<file path="src/rtl/mips_fe_pkg.sv">
// Shared front-end types for the MIPS fetch path: widths, reset PC and the queued fetch entry.
package mips_fe_pkg;

  localparam int INSTR_W = 32;
  localparam int ADDR_W  = 32;

  localparam logic [ADDR_W-1:0] DEFAULT_RESET_PC = 32'h0000_0000;

  typedef struct packed {
    logic [INSTR_W-1:0] instr;
    logic [ADDR_W-1:0]  pc;
  } fetch_entry_t;

endpackage

</file>
<file path="src/rtl/fetch_fifo_1w2r.sv">
// Circular buffer of fetch entries: one write and zero to two reads per cycle, with flush.
module fetch_fifo_1w2r
  import mips_fe_pkg::*;
#(
  parameter int  DEPTH = 4,
  localparam int CW    = $clog2(DEPTH + 1),
  localparam int PW    = $clog2(DEPTH)
) (
  input  logic          clk,
  input  logic          reset,
  input  logic          flush,
  input  logic          push,
  input  fetch_entry_t  wr_data,
  input  logic [1:0]    take,
  output logic          space,
  output fetch_entry_t  rd0,
  output fetch_entry_t  rd1,
  output logic [CW-1:0] count
);

  fetch_entry_t  mem [DEPTH];
  logic [PW-1:0] head;
  logic [PW-1:0] tail;
  logic [1:0]    take_req;
  logic [1:0]    take_eff;
  logic [CW-1:0] count_next;

  // Decode may ask for more than is queued; clamp to what is actually present.
  always_comb begin
    take_req = (take == 2'd0) ? 2'd0 : ((take == 2'd1) ? 2'd1 : 2'd2);
    take_eff = take_req;
    if (count < CW'(take_req)) take_eff = count[1:0];
  end

  assign space      = (count - CW'(take_eff)) < CW'(DEPTH);
  assign count_next = count + CW'(push) - CW'(take_eff);

  assign rd0 = mem[head];
  assign rd1 = mem[head + PW'(1)];

  always_ff @(posedge clk) begin
    if (reset || flush) begin
      head  <= '0;
      tail  <= '0;
      count <= '0;
    end else begin
      head  <= head + PW'(take_eff);
      count <= count_next;
      if (push) tail <= tail + PW'(1);
    end
  end

  // Storage carries no reset; validity is tracked by count alone.
  always_ff @(posedge clk) begin
    if (push) mem[tail] <= wr_data;
  end

endmodule

</file>
<file path="src/rtl/fetch_queue_unit.sv">
// Fetch initiator: owns the fetch PC, reads one word per cycle and queues it for decode.
module fetch_queue_unit
  import mips_fe_pkg::*;
#(
  parameter int          DEPTH    = 4,
  parameter logic [31:0] RESET_PC = DEFAULT_RESET_PC
) (
  input  logic                       clk,
  input  logic                       reset,
  input  logic                       fetch_en,
  output logic [31:0]                imem_addr,
  input  logic [31:0]                imem_instr,
  output logic                       out0_valid,
  output logic [31:0]                out0_instr,
  output logic [31:0]                out0_pc,
  output logic                       out1_valid,
  output logic [31:0]                out1_instr,
  output logic [31:0]                out1_pc,
  input  logic [1:0]                 dq_take,
  input  logic                       redirect_valid,
  input  logic [31:0]                redirect_pc,
  output logic [$clog2(DEPTH+1)-1:0] q_count
);

  localparam int CW = $clog2(DEPTH + 1);

  logic [31:0]  pc;
  logic         space;
  logic         push;
  fetch_entry_t wr_data;
  fetch_entry_t rd0;
  fetch_entry_t rd1;

  assign imem_addr = pc;
  assign push      = fetch_en & ~redirect_valid & space;
  assign wr_data   = '{instr: imem_instr, pc: pc};

  always_ff @(posedge clk) begin
    if (reset)               pc <= RESET_PC;
    else if (redirect_valid) pc <= redirect_pc & 32'hFFFF_FFFC;
    else if (push)           pc <= pc + 32'd4;
  end

  fetch_fifo_1w2r #(.DEPTH(DEPTH)) u_fifo (
    .clk     (clk),
    .reset   (reset),
    .flush   (redirect_valid),
    .push    (push),
    .wr_data (wr_data),
    .take    (dq_take),
    .space   (space),
    .rd0     (rd0),
    .rd1     (rd1),
    .count   (q_count)
  );

  assign out0_valid = q_count >= CW'(1);
  assign out1_valid = q_count >= CW'(2);
  assign out0_instr = rd0.instr;
  assign out0_pc    = rd0.pc;
  assign out1_instr = rd1.instr;
  assign out1_pc    = rd1.pc;

endmodule

</file>
<file path="config.mk">
export PLATFORM = sky130hd
export DESIGN_NAME = fetch_queue_unit
export DESIGN_NICKNAME = d
export VERILOG_FILES = /design/src/rtl/mips_fe_pkg.sv /design/src/rtl/fetch_fifo_1w2r.sv /design/src/rtl/fetch_queue_unit.sv
export SDC_FILE = /design/constraint.sdc
export NUM_CORES = 1
export LEC_CHECK = 0
export ABC_CLOCK_PERIOD_IN_PS = 6100
export BUFFER_PORTS_ARGS = -buffer_cell sky130_fd_sc_hd__buf_2
export CAP_MARGIN = 20
export CORE_MARGIN = 5
export CORE_UTILIZATION = 56
export DETAILED_ROUTE_END_ITERATION = 16
export HOLD_SLACK_MARGIN = 0.05
export PLACE_DENSITY = 0.86
export SLEW_MARGIN = 10
export SYNTH_ARGS = -nofsm -noshare
export SYNTH_HDL_FRONTEND = slang
export SYNTH_SLANG_ARGS = --single-unit
</file>
<file path="constraint.sdc">
create_clock -name clk -period 6.1 [get_ports clk]
set_input_delay 0.915 -clock clk [delete_from_list [all_inputs] [get_ports clk]]
set_output_delay 0.915 -clock clk [all_outputs]
set_load 0.05 [all_outputs]
</file>
After elaboration in Yosys (flattened, before gate mapping):

Memories as Yosys holds them, arrays and structs flattened. A register that Yosys moved wholly into a read port is not among the register bits.
Index checks and enable logic that the tools add are counted.

* bitwise gates (word level): 3
* $lt $le $gt $ge: 4
* muxes and demuxes: 8
* equality and inequality tests: 1
* add/sub/neg operators: 7
* reduce and logical (&&, ||, !) cells: 4

Operators by type and width (number)
* 32-bit 2-to-1 mux: 2
* 32-bit by 3-bit adder with 32-bit output (second input constant): 1
* 2-bit 2-to-1 mux: 4
* 3-bit by 2-bit subtractor with 3-bit output: 2
* 2-bit by 1-bit adder with 2-bit output (second input constant): 2
* 3-bit by 1-bit adder with 3-bit output: 1
* 3-bit by 1-bit greater-or-equal comparator with 1-bit output (second input constant): 1
* 3-bit by 2-bit greater-or-equal comparator with 1-bit output (second input constant): 1
* 3-bit by 2-bit less-than comparator with 1-bit output: 1
* 3-bit less-than comparator (second input constant): 1
* 2-bit adder: 1
* 1-bit AND: 2
* 2-bit by 1-bit equality test with 1-bit output (second input constant): 1
* 2-bit logical NOT: 1
* 1-bit 2-to-1 mux: 2
* 2-bit nonzero test: 1
* 2-bit OR reduction: 1
* 1-bit logical OR: 1
* 1-bit NOT: 1

* logic and storage cells: 33
* output and inout port bits: 165
* bits in registers: 39
* memories kept: 1
* RAM bits: 256

Memory list
* u_fifo.mem: depth 4, width 64, rd ports 2, clocked after memory_dff 1, write ports 1, RTL line fetch_fifo_1w2r.sv:21 `fetch_entry_t mem [DEPTH];`

Depth between registers and ports, before layout:

* depth in word-level cells: 10
* mapped depth: 15
* gate-level depth less buffers: 14

Hierarchy:

From an unflattened synthesis, not the netlist that was laid out.

* cells, all modules: 681
* area total of the unflattened synthesis: 13148.9 um2

Modules (own cells, without submodules)
* fetch_fifo_1w2r: instances 1, cells an instance 472, sequential area each 7827.5 um2, area an instance 11404.7 um2
* fetch_queue_unit: instances 1, cells an instance 209, sequential area each 600.6 um2, area an instance 1744.2 um2

Least setup slack after synthesis:

No wires, ideal clock.

* path kind: input -> register
* from: in dq_take[1]
* to: mem u_fifo.mem[0][10] (netlist name), enable pin
* slack: 1290 ps
* stages: 11
* arrival time: 4383 ps
* data required time: 5673 ps
* path through: inv_1 ha_1 nor3_1 nor2_1 o22ai_1 ha_1 nor2b_1 or3_4 buf_2 nand2_2 and3_1

* longest elaborated chain between the ends: 10
* elaborated cells between the ends (all ways): 11
* classes of those cells: add/sub: 1; order compare: 2; eq/ne: 1; mux: 5; bitwise: 1; reduce/logical: 1

Ends and longest elaborated chain
* start: declaration: RTL line fetch_queue_unit.sv:19 `input logic [1:0] dq_take,`
* 2-bit by 1-bit equality test with 1-bit output: RTL line fetch_fifo_1w2r.sv:30 `take_req = (take == 2'd0) ? 2'd0 : ((take == 2'd1) ? 2'd1 : 2'd2);`
* 2-bit 2-to-1 mux: RTL line fetch_fifo_1w2r.sv:30
* 2-bit 2-to-1 mux *: RTL line fetch_fifo_1w2r.sv:30
* 3-bit by 2-bit less-than comparator with 1-bit output: RTL line fetch_fifo_1w2r.sv:32 `if (count < CW'(take_req)) take_eff = count[1:0];`
* 2-bit 2-to-1 mux *: RTL line fetch_fifo_1w2r.sv:32
* 3-bit by 2-bit subtractor with 3-bit output *: RTL line fetch_fifo_1w2r.sv:35 `assign space = (count - CW'(take_eff)) < CW'(DEPTH);`
* 3-bit less-than comparator *: RTL line fetch_fifo_1w2r.sv:35
* 1-bit AND *: RTL line fetch_queue_unit.sv:35 `assign push = fetch_en & ~redirect_valid & space;`
* 1-bit 2-to-1 mux *: RTL line fetch_fifo_1w2r.sv:55 `if (push) mem[tail] <= wr_data;`
* 1-bit 2-to-1 mux (not written as such) *: RTL line fetch_fifo_1w2r.sv:55
* end: declaration: RTL line fetch_fifo_1w2r.sv:21

Every way passes the cells marked *; elsewhere a longest branch is shown, timed or not.

Worst setup path in the final report:

* from: in dq_take[1]
* to: mem u_fifo.mem[2][20] (netlist name), enable pin

Same word-level chain as after synthesis.

==> results.txt <==
Status -> finished, final reports clean
Root Buffer -> clkbuf_16
Mapped Area -> 12900 µm²
Die Area -> 26100 µm²
Crit path DAT -> 4080 ps
Placed inst area -> 14200 µm²
RSZ-0062 raised after global routing -> false
Worst hold path class -> register to register
CP Capture Type -> register
# clock sinks -> 285
Num CTS Buffers -> 29
DP Cell Count -> 1156
Most common cell after layout, fill and taps aside -> edfxtp_1
Gpl congestion -> 0.766
GRT Residual Overflow -> 0
P per Cell Area -> 457 nW/µm²
# port buffers -> 226
Rows -> 55
Number of library cell types mapped by synthesis -> 51
Actual slew at the worst max-slew pin -> 993 ps
Met1 Usage GRT -> 0.292
Vias -> 7587
Worst slack at placement -> 1600 ps
Critical path's slowest cell -> and3_4
Io pins -> 235
Worst-Skew Late Latency -> 520 ps
Synth Register Bits -> 285
Share of cells above drive strength 1 -> 0.463
Cts hold-fix bufs -> 0
Met3 Usage GRT -> 0.0390
Nets -> 984
Largest net degree at the start of global routing -> 81
Initial core utilization -> 0.568
Vias per cell -> 6.28
Fin cells -> 1209
Maximum VDD drop -> 0.298 mV
Core area -> 22600 µm²
CTS tree -> yes
Critical-path cell list -> buf_2, inv_1, ha_1, nor3_1, nor2_1, o22ai_1, ha_1, nor2b_1, or3_4, nand2_2, and3_4
Setup-failing EPs final -> 0
Final antenna-violating net count -> 0
Width of the die -> 161 µm
Mapped Cells -> 688
Number of synthesized flops with an enable pin -> 248
Worst Setup Path Type -> primary input to register
CP Launch Type -> primary input
CP Max Fanout -> 62
Routed len/inst -> 23.0 µm
Post-route cell area -> 15100 µm²
Min Tclk post-route -> 3940 ps
Ys async rst share -> 0
Max-slew violations -> 0
GR Util met2 -> 0.357
Critical Path RT -> 6240 ps
Fin Setup TNS -> 0 ps
Sequential area share after synthesis -> 0.637
P_leak -> 5.11 nW
Most frequent cells in the layout -> 248 x edfxtp_1, 226 x buf_2, 124 x mux4_2
Antenna Cells -> 0
Post-synthesis average cell area -> 18.7 µm²
Reg2Reg Depth -> 9
Worst setup path start -> dq_take[1]
Initial antenna violation count -> 0
Fin. Hold Viols -> 0
Fmax -> 0.254 GHz
Die height -> 161 µm
WL final -> 27.8 mm
Yosys warnings -> 0
Hold Startpoint -> u_fifo.tail[1]
# DRC -> 0
Cts repair resizes -> 0
HPWL after DPL -> 17.8 mm
Period utilization -> 0.645
Clock Pin Slew Worst Setup and Hold Paths -> 60 ps
Most common cell on crit path -> ha_1
Post-CTS Setup Inserts -> 0
Area Growth Syn to Fin -> 17.8%
Drt pass-1 iters -> 5
Hold_ws -> 509 ps
Max-cap violation count -> 0
Crit path largest cell delay -> 890 ps
Clock tree buffer depth -> 3
Reg2reg start -> u_fifo.count[1]
First-pass GRT wire length -> 43.5 mm
Total GRT Usage -> 0.212
Max-slew headroom -> 0.338
CTS HTree Levels -> 1
Post-synth top flop -> edfxtp_1
Final Skew -> 14.0 ps
Gr busiest metal -> met2
Iteration-0 DRC Markers -> 618
Hold Path Stages -> 2
Worst setup margin -> 2160 ps
Vias in the first global route -> 7809
## Yosys cell counts, drive strengths merged, types with 4 or more instances
master | number | area (µm²)
nand4 | 6 | 50.0
clkbuf | 23 | 86.3
mux2i | 4 | 40.0
mux4 | 124 | 2790
a21oi | 8 | 47.6
nand3 | 6 | 30.0
nor3 | 7 | 35.0
nor2 | 25 | 93.8
nand2 | 24 | 92.6
inv | 14 | 52.6
nor2b | 6 | 37.5
ha | 11 | 138
and3 | 9 | 56.3
and4 | 6 | 52.6
xnor2 | 19 | 166
a311oi | 7 | 61.3
a211oi | 24 | 220
buf | 29 | 160
dfxtp | 37 | 741
edfxtp | 248 | 7450
and2 | 8 | 50.1
o21ai | 8 | 40.0
a2111oi | 9 | 160
## sequential cells by signal (all words and copies together) (netlist names)
register / cells
imem_addr: 30
u_fifo.count: 3
u_fifo.head: 2
u_fifo.mem: 248
u_fifo.tail: 2
## worst max-delay path, delay by kind of cell
family,cells,cell delay (ps)
compound gates,1,260
fa+ha+maj,2,610
buf+inv,2,150
simple gates,6,2110
## cells by family after synthesis
group / after synthesis / synth area share
adders and majority gates: 12 / 0.0123
DFF: 285 / 0.637
buffers and inverters: 67 / 0.0236
xor gates and xnor gates: 19 / 0.0129
AOI/OAI and AO/OA: 69 / 0.0490
muxes: 128 / 0.220
other: 1 / 0.000292
and+or+nand+nor: 107 / 0.0444
## metrics by stage
stage | power [mW] | util
floorplan | 4.66 | -
global placement | 5.17 | 0.627
detailed placement | 5.23 | 0.627
CTS | 6.97 | 0.669
global route | 7.19 | 0.669
finish | 6.91 | 0.669
## final timing paths
check,endpoint,slack (ps)
worst min register to register,u_fifo.tail[1],510
worst max register to register,u_fifo.mem[2][20],2240
worst min-delay path,u_fifo.tail[1],510
worst max-delay path,u_fifo.mem[2][20],2160
## metal layers
layer | vias to the layer above | wire length, µm
met3 | 43 | 2360
met1 | 3852 | 11000
met5 | - | 0
met2 | 401 | 13900
li1 | 3291 | -
met4 | 0 | 551
## layout make-up
type,count,area [µm²]
clock buffers,39,793
clock inverters,14,158
well taps,285,357
repair buffers,230,1170
fillers,1505,7500
multi-input cells,341,4400
inverters,15,56.3
flip-flops and latches,285,8200
## power breakdown
group	total (mW)	switching (mW)	internal (mW)
Clock	1.74	0.701	1.04
Combinational	2.63	1.83	0.793
Sequential	2.55	0.210	2.34
(Power assumes the default switching activity.)
